[config.mk]
export PLATFORM = sky130hd
export DESIGN_NAME = psram_port_arbiter
export DESIGN_NICKNAME = d
export VERILOG_FILES = /design/src/rtl/psram_port_arbiter.sv
export SDC_FILE = /design/constraint.sdc
export NUM_CORES = 1
export LEC_CHECK = 0
export CAP_MARGIN = 20
export CORE_AREA = 2 2 104 126
export CTS_CLUSTER_SIZE = 30
export DETAILED_ROUTE_END_ITERATION = 10
export DIE_AREA = 0 0 106 128
export HOLD_SLACK_MARGIN = 0.12
export PLACE_DENSITY_LB_ADDON = 0.15
export SLEW_MARGIN = 15
export SYNTH_ARGS = -nofsm -noshare
export SYNTH_HDL_FRONTEND = slang
export SYNTH_SLANG_ARGS = --single-unit
[constraint.sdc]
create_clock -name clk -period 1.89 [get_ports clk]
set_clock_uncertainty 0.05 [all_clocks]
set_input_delay 0.2835 -clock clk [delete_from_list [all_inputs] [get_ports clk]]
set_output_delay 0.2835 -clock clk [all_outputs]
set_load 0.01 [all_outputs]
[src/rtl/psram_port_arbiter.sv]
// Round-robin arbiter of NUM_PORTS CPU request ports onto one PSRAM user channel, one transaction in flight.
// Read rsp one cycle after mem_rd_valid (or after RD_TIMEOUT wait cycles); write rsp at accept+2+WRITE_CYCLES; req_ready only in IDLE.
module psram_port_arbiter #(
  parameter int NUM_PORTS    = 2,
  parameter int ADDR_WIDTH   = 21,
  parameter int DATA_WIDTH   = 32,
  parameter int WRITE_CYCLES = 14,
  parameter int RD_TIMEOUT   = 255
) (
  input  logic                                clk,
  input  logic                                reset,
  input  logic [NUM_PORTS-1:0]                req_valid,
  input  logic [NUM_PORTS-1:0]                req_we,
  input  logic [NUM_PORTS*ADDR_WIDTH-1:0]     req_addr,
  input  logic [NUM_PORTS*DATA_WIDTH-1:0]     req_wdata,
  input  logic [NUM_PORTS*(DATA_WIDTH/8)-1:0] req_be,
  output logic [NUM_PORTS-1:0]                req_ready,
  output logic [NUM_PORTS-1:0]                rsp_valid,
  output logic [DATA_WIDTH-1:0]               rsp_rdata,
  output logic                                rsp_err,
  input  logic                                mem_calib,
  output logic                                mem_cmd,
  output logic                                mem_cmd_en,
  output logic [ADDR_WIDTH-1:0]               mem_addr,
  output logic [DATA_WIDTH-1:0]               mem_wr_data,
  output logic [DATA_WIDTH/8-1:0]             mem_data_mask,
  input  logic [DATA_WIDTH-1:0]               mem_rd_data,
  input  logic                                mem_rd_valid
);

  localparam int BW      = DATA_WIDTH / 8;
  localparam int PW      = (NUM_PORTS > 1) ? $clog2(NUM_PORTS) : 1;
  localparam int CNT_MAX = (RD_TIMEOUT > WRITE_CYCLES) ? RD_TIMEOUT : WRITE_CYCLES;
  localparam int CW      = $clog2(CNT_MAX + 1);
  localparam logic [DATA_WIDTH-1:0] POISON = DATA_WIDTH'(32'hDEADBEEF);

  typedef enum logic [2:0] {
    S_INIT,
    S_IDLE,
    S_ISSUE,
    S_RD_WAIT,
    S_WR_HOLD,
    S_DONE
  } state_t;

  typedef struct packed {
    logic [PW-1:0]         port;
    logic                  we;
    logic [ADDR_WIDTH-1:0] addr;
    logic [DATA_WIDTH-1:0] wdata;
    logic [BW-1:0]         mask;
  } txn_t;

  state_t        state, state_nx;
  txn_t          cur, pick;
  logic [PW-1:0] rr, grant_idx;
  logic [PW:0]   cand;
  logic          grant_vld, accept;
  logic [CW-1:0] cnt;
  logic          rd_hit, rd_tmo;

  // Round-robin search starting just after the last granted port.
  always_comb begin
    grant_vld = 1'b0;
    grant_idx = rr;
    cand      = '0;
    for (int i = 1; i <= NUM_PORTS; i++) begin
      cand = {1'b0, rr} + (PW+1)'(i);
      if (cand >= (PW+1)'(NUM_PORTS))
        cand = cand - (PW+1)'(NUM_PORTS);
      if (!grant_vld && req_valid[cand[PW-1:0]]) begin
        grant_vld = 1'b1;
        grant_idx = cand[PW-1:0];
      end
    end
  end

  always_comb begin
    pick      = '0;
    pick.port = grant_idx;
    for (int p = 0; p < NUM_PORTS; p++) begin
      if (grant_idx == PW'(p)) begin
        pick.we    = req_we[p];
        pick.addr  = req_addr[p*ADDR_WIDTH +: ADDR_WIDTH];
        pick.wdata = req_wdata[p*DATA_WIDTH +: DATA_WIDTH];
        pick.mask  = ~req_be[p*BW +: BW];
      end
    end
  end

  assign accept = (state == S_IDLE) && mem_calib && grant_vld;

  always_ff @(posedge clk) begin
    if (reset)
      state <= S_INIT;
    else
      state <= state_nx;
  end

  always_comb begin
    state_nx = state;
    rd_hit   = 1'b0;
    rd_tmo   = 1'b0;
    case (state)
      S_INIT:    if (mem_calib) state_nx = S_IDLE;
      S_IDLE: begin
        if (!mem_calib)
          state_nx = S_INIT;
        else if (grant_vld)
          state_nx = S_ISSUE;
      end
      S_ISSUE:   state_nx = cur.we ? S_WR_HOLD : S_RD_WAIT;
      S_RD_WAIT: begin
        // Data arriving on the timeout cycle still counts as a hit.
        if (mem_rd_valid) begin
          rd_hit   = 1'b1;
          state_nx = S_DONE;
        end else if (cnt == CW'(RD_TIMEOUT)) begin
          rd_tmo   = 1'b1;
          state_nx = S_DONE;
        end
      end
      S_WR_HOLD: if (cnt == CW'(WRITE_CYCLES)) state_nx = S_DONE;
      S_DONE:    state_nx = S_IDLE;
      default:   state_nx = S_INIT;
    endcase
  end

  always_comb begin
    req_ready     = '0;
    rsp_valid     = '0;
    mem_cmd_en    = (state == S_ISSUE);
    mem_cmd       = cur.we;
    mem_addr      = cur.addr;
    mem_wr_data   = cur.wdata;
    mem_data_mask = '1;
    for (int p = 0; p < NUM_PORTS; p++) begin
      req_ready[p] = accept && (grant_idx == PW'(p));
      rsp_valid[p] = (state == S_DONE) && (cur.port == PW'(p));
    end
    case (state)
      S_ISSUE:   mem_data_mask = cur.we ? cur.mask : '0;
      S_RD_WAIT: mem_data_mask = '0;
      default:   mem_data_mask = '1;
    endcase
  end

  always_ff @(posedge clk) begin
    if (reset) begin
      rr        <= PW'(NUM_PORTS - 1);
      cur       <= '0;
      cnt       <= '0;
      rsp_rdata <= POISON;
      rsp_err   <= 1'b0;
    end else begin
      if (accept) begin
        cur     <= pick;
        rr      <= grant_idx;
        rsp_err <= 1'b0;
      end
      // cnt equals the index of the current wait/hold cycle, starting at 1.
      case (state)
        S_ISSUE:              cnt <= CW'(1);
        S_RD_WAIT, S_WR_HOLD: cnt <= cnt + 1'b1;
        default:              cnt <= '0;
      endcase
      if (rd_hit) begin
        rsp_rdata <= mem_rd_data;
        rsp_err   <= 1'b0;
      end else if (rd_tmo) begin
        rsp_rdata <= POISON;
        rsp_err   <= 1'b1;
      end
    end
  end

  a_ready_onehot: assert property (@(posedge clk) disable iff (reset) $onehot0(req_ready));
  a_rsp_onehot:   assert property (@(posedge clk) disable iff (reset) $onehot0(rsp_valid));
  a_cmd_pulse:    assert property (@(posedge clk) disable iff (reset) mem_cmd_en |=> !mem_cmd_en);

endmodule

==> Word-level counts from Yosys, hierarchy flattened <==
Cells that the tools add are included.
{ "totals": {"wordCells": 79, "reg_bits": 104, "latchBits": 0, "rom_bits": 0, "mem_count": 0, "input_bits": 154, "ramBits": 0} }
{ "op_classes": {"div_mod_pow": 0, "mux": 31, "bitwise_logic": 4, "n_eq_ne": 11, "shift": 0, "n_lt_le_gt_ge": 4, "n_addsub": 5, "n_reduce_logical": 14, "mul": 0} }
{ "ops": {"columns": ["cell", "n"], "rows": [
  ["two-way mux 32 bit", 2],
  ["two-way mux 58 bit", 1],
  ["two-way mux 3 bit", 7],
  ["one-hot mux 3 bit (6 select lines)", 1],
  ["two-way mux 1 bit", 17],
  ["one-hot mux 8 bit (2 select lines)", 1],
  ["adder 8 x 1 -> 8 bit (second input constant)", 1],
  ["== test 8 x 4 -> 1 bit (second input constant)", 1],
  ["== test 8 bit (second input constant)", 1],
  ["inverter 4 bit", 2],
  ["one-hot mux 4 bit (2 select lines)", 1],
  ["logical AND 1 bit", 7],
  ["== test 3 x 2 -> 1 bit (second input constant)", 2],
  ["== test 3 bit (second input constant)", 2],
  ["inequality test 3 bit (second input constant)", 2],
  [">= comparator 2 bit (second input constant)", 2],
  ["less-than comparator 1 x 2 -> 1 bit (second input constant)", 2],
  ["two-way mux 4 bit", 1],
  ["inequality test 2 bit (second input constant)", 2],
  ["AND reduction 4 bit", 1],
  ["nonzero test 2 bit", 2],
  ["OR reduction 2 bit", 2],
  ["== test 3 x 1 -> 1 bit (second input constant)", 1],
  ["logical NOT 3 bit", 1],
  ["5 further kinds", 7]
]} }

==> Logic depth before layout (Yosys ltp) <==
{ "logic_depth": {"ltp_word": 12, "depth_mapped": 6, "ltp_nobuf": 5} }

==> Worst setup path before layout <==
No wires, ideal clock.
{ "synth_timing": {"kind": "register -> register", "start": "register cnt[0]", "end": "register rsp_rdata[14]", "arrival_time_ps": 1423, "setup_ps": 117, "path_stages_with_launch": 6, "slack_ps": 300, "cell_sequence": "dfxtp_1 -> ha_1 -> nand3_2 -> o21ba_2 -> o21a_1 -> a22o_1"} }
{ "synth_via": {"elab_chain_len": 5} }
{ "synth_rtl": {"columns": ["item", "line_no", "rtl"], "rows": [
  ["from (decl)", "59", "logic [CW-1:0] cnt;"],
  ["from (signal assigned)", "164", "S_RD_WAIT, S_WR_HOLD: cnt <= cnt + 1'b1;"],
  ["== test 8 bit", "118", "end else if (cnt == CW'(RD_TIMEOUT)) begin"],
  ["two-way mux 1 bit", "118", null],
  ["two-way mux 1 bit", "115", "if (mem_rd_valid) begin"],
  ["two-way mux 1 bit", "104", "case (state)"],
  ["nonzero test 2 bit (no line)", null, null],
  ["to (signal assigned)", "168", "rsp_rdata <= mem_rd_data;"],
  ["to (decl)", "19", "output logic [DATA_WIDTH-1:0] rsp_rdata,"]
]} }
Every way passes these cells.
A chain may end at the register's enable or synchronous reset.

==> Final worst setup path <==
{ "layout_timing": {"start": "input req_valid[1]", "end": "output req_ready[0]"} }
{ "layout_via": {"elab_chain_len": 8} }
{ "layout_rtl": {"columns": ["item", "line_no", "rtl"], "rows": [
  ["from (decl)", "12", "input logic [NUM_PORTS-1:0] req_valid,"],
  ["two-way mux 1 bit (implied by the code) (2 in a row)", "71", "if (!grant_vld && req_valid[cand[PW-1:0]]) begin"],
  ["two-way mux 1 bit", "71", null],
  ["logical NOT 1 bit", "71", null],
  ["logical AND 1 bit", "71", null],
  ["two-way mux 1 bit", "71", null],
  ["logical AND 1 bit / inverter 1 bit (equally long branches)", "91, 138", null],
  ["logical AND 1 bit (*)", "138", "req_ready[p] = accept && (grant_idx == PW'(p));"],
  ["to (decl)", "17", "output logic [NUM_PORTS-1:0] req_ready,"]
]} }
Every way passes the cells marked *; elsewhere a longest branch is shown, timed or not. The select of a mux whose other input is x is not followed.

==> summary.txt <==
Clock tree
  – TritonCTS buffer count: 9
  – H-tree depth: 3
  – Clk sink count: 104
  – Clk root buf: clkbuf_16
  – Clock Latency Late Sink: 0.34 ns
  – Clk slew on worst S/H paths: 0.06 ns
  – Clock buffer depth: 2
  – CTS tree: built
  – Hold buffers post-CTS: 0

Worst setup path
  – CP Launch Type: input port
  – Critical R2R Capture: rsp_rdata[4]$_SDFFE_PP0P_
  – Worst Path Arrival: 1.48 ns
  – Worst r2r src: cnt[1]$_SDFF_PP0_
  – Worst reg2reg path depth: 5
  – FF-to-FF setup slack: 0.14 ns
  – Critical path class: input port to output pin
  – CP Data Required Time: 1.56 ns
  – CP max FO: 5
  – Crit end category: output pin

Timing
  – Final Hold Fails: 0
  – RSZ-0062 raised after global routing: false
  – Period utilization: 96.1%
  – Slew Viols, Final: 0
  – Worst slew pin tran: 0.514 ns
  – Min Tclk post-route: 1.82 ns
  – Final setup violation count: 0
  – Fmax: 0.551 GHz
  – Worst slew margin: 65.6%

Layout
  – NumNets Final: 900
  – Area of the multi-input gates: 2140 um^2
  – Number of diodes: 0
  – Storage element area: 2090 um^2
  – Final Cell Area: 7450 um^2
  – Layout cells sized above 1: 9.75%
  – Fillcell total: 1,123
  – Area grow syn2layout: 54.7%

Pwr
  – Pwr dens: 839 nW/um^2
  – Maximum vdd ir drop: 0.537 mV
  – Static Leak: 2.69 nW
  – Design Power: 6.25 mW

Routing
  – DR WL/cell: 14.9 um
  – DRC viols: 0
  – Detail Route Antenna Nets: 0
  – DR pass1 iterations: 4
  – Vias per cell: 4.97
  – DRT iter0 DRCs: 205
  – Vias: 4,536
  – Post-Route WL: 13.6 mm

Logic synthesis
  – Yosys top cell by area: dfxtp_1
  – Syn_nets: 705
  – Seq/Total Area, Yosys: 43.2%
  – Synthesized instance count: 549
  – Mean area per synthesized cell: 8.77 um^2
  – Post-synth top flop: dfxtp_1
  – Most common cell in the netlist: nand2_1
  – Share of the synthesized area in the top cell type: 43.2%
  – Post-synth ARST share: 0%
  – Flops & latches, synth: 104
  – Synth Warn #: 0
  – Post-synth EDFFs: 0
  – Post-synthesis cell type count: 44
  – Commonest cells in the netlist: nand2_1 (121), dfxtp_1 (104), nor2_1 (72)
  – Top post-synthesis cells by area: dfxtp_1 (43%), buf_4 (9.5%), nand2_1 (9.4%)
  – Cell area after synthesis: 4810 um^2

GRT
  – Total Routing Usage GR: 19.3%
  – Vias in the first global route: 4,358
  – First-pass GRT wire length: 20.9 mm
  – Congestion Overflow GR: 0
  – Initial antenna violation count: 0
  – Largest net degree at the start of global routing: 80

Die
  – FP Rows: 45
  – Initial Util: 38.7%
  – CORE AREA: 12,400 um^2
  – Die X-Extent: 106 um
  – Die Height: 128 um
  – # IOs: 250
  – Die area: 13,600 um^2

Placed design
  – DP HPWL: 10.1 mm
  – DP Area: 7120 um^2
  – GPL Wtd Cong: 0.757
  – IO Port Bufs: 249

Status
  – Outcome: finished, final reports clean

Min path
  – Hold_sp: reset
  – Hold path depth: 4
  – Hold Path Class: input port to flop
  – Hold Crit Endpoint: state[2]$_SDFFE_PP0P_

Run
  – Max Cap Viol: 0
==> worst max-delay path by stage <==
| stage | cells after the start | endpoint | slack, ns | start |
|---|---|---|---|---|
| after floorplan | 5 | rsp_rdata[14]$_SDFFE_PP0P_ | 0.30 | cnt[0]$_SDFF_PP0_ |
| after global placement | 6 | req_ready[1] | -0.21 | req_valid[0] |
| after detailed placement | 6 | req_ready[1] | -0.24 | req_valid[0] |
| after CTS | 6 | req_ready[1] | 0.02 | req_valid[0] |
| after global routing | 5 | req_ready[0] | 0.01 | req_valid[1] |
| final | 5 | req_ready[0] | 0.07 | req_valid[1] |
==> layer usage <==
metal  routed length (um)  track usage [%]  vias up
met1                 5410             21.0     2088
li1                     -                -     2265
met3                  945             5.13       26
met4                  401             8.82        0
met5                    0                0        -
met2                 6830             34.8      157
==> cells in the final DEF (no fill, tap or decap), types with 4 or more instances in the layout <==
cell / count
clkdlybuf4s50_1: 238
nand2_1: 121
dfxtp_1: 101
nor2_1: 71
a311oi_1: 36
o22a_1: 24
buf_4: 19
a311oi_2: 18
nand3_1: 12
a22o_1: 10
clkbuf_16: 9
o21ai_0: 8
a21oi_1: 8
dlygate4sd2_1: 7
a21o_1: 5
inv_1: 4
buf_12: 4
==> flip-flops by register name, indices dropped and copies added (netlist names) <==
| register | flops |
|---|---|
| rr | 1 |
| mem_cmd | 1 |
| mem_wr_data | 32 |
| cnt | 8 |
| rsp_err | 1 |
| state | 3 |
| mem_addr | 21 |
| rsp_rdata | 32 |
| cur | 5 |
==> where the power goes <==
part	switching (mW)	internal, mW
Combinational	0.842	0.985
Sequential	0.125	2.40
Clock	0.855	1.04
==> metrics by stage <==
stage,TNS [ns],setup slack [ns],utilization [%],std cells,hold slack (ns)
after CTS,0,0.0249,59.7,912,0.316
after floorplan,0,0.300,-,549,0.353
after detailed placement,-8.38,-0.240,57.3,896,0.397
final,0,0.0742,59.8,913,0.394
after global placement,-4.70,-0.212,57.3,896,0.392
after global routing,0,0.0130,59.8,913,0.419
==> layout make-up <==
class | instances | share of cell area [%]
Tap cell | 164 | 2.76
Multi-Input combinational cell | 353 | 28.7
Clock buffer | 9 | 3.02
Clock inverter | 7 | 1.06
Sequential cell | 104 | 28.0
Inverter | 4 | 0.202
Timing Repair Buffer | 272 | 36.2
==> kinds of logic (layout without fill, tap and decap cells) <==
logic type,after synthesis,in the layout,synth area share (%)
compound gates,118,119,22.6
xor+xnor,6,6,1.09
fa+ha+maj,2,2,0.520
buf+inv,93,292,13.0
flops,104,104,43.2
mux,1,1,0.208
simple gates,225,225,19.3
==> critical path, cell delays in order <==
cell	delay, ns
clkdlybuf4s50_1	0.48
nor2_1	0.24
nor2_4	0.07
nor2_1	0.08
dlygate4sd2_1	0.32
==> what timing repair did <==
action | 4_1_cts | 5_1_grt
cloned | 0 | 1
pin swaps | 0 | 1
buffers inserted | 0 | 0
gates resized for setup | 14 | 6
setup endpoints to repair | 9 | 27
Note: power is estimated with default switching activity, not from simulation.
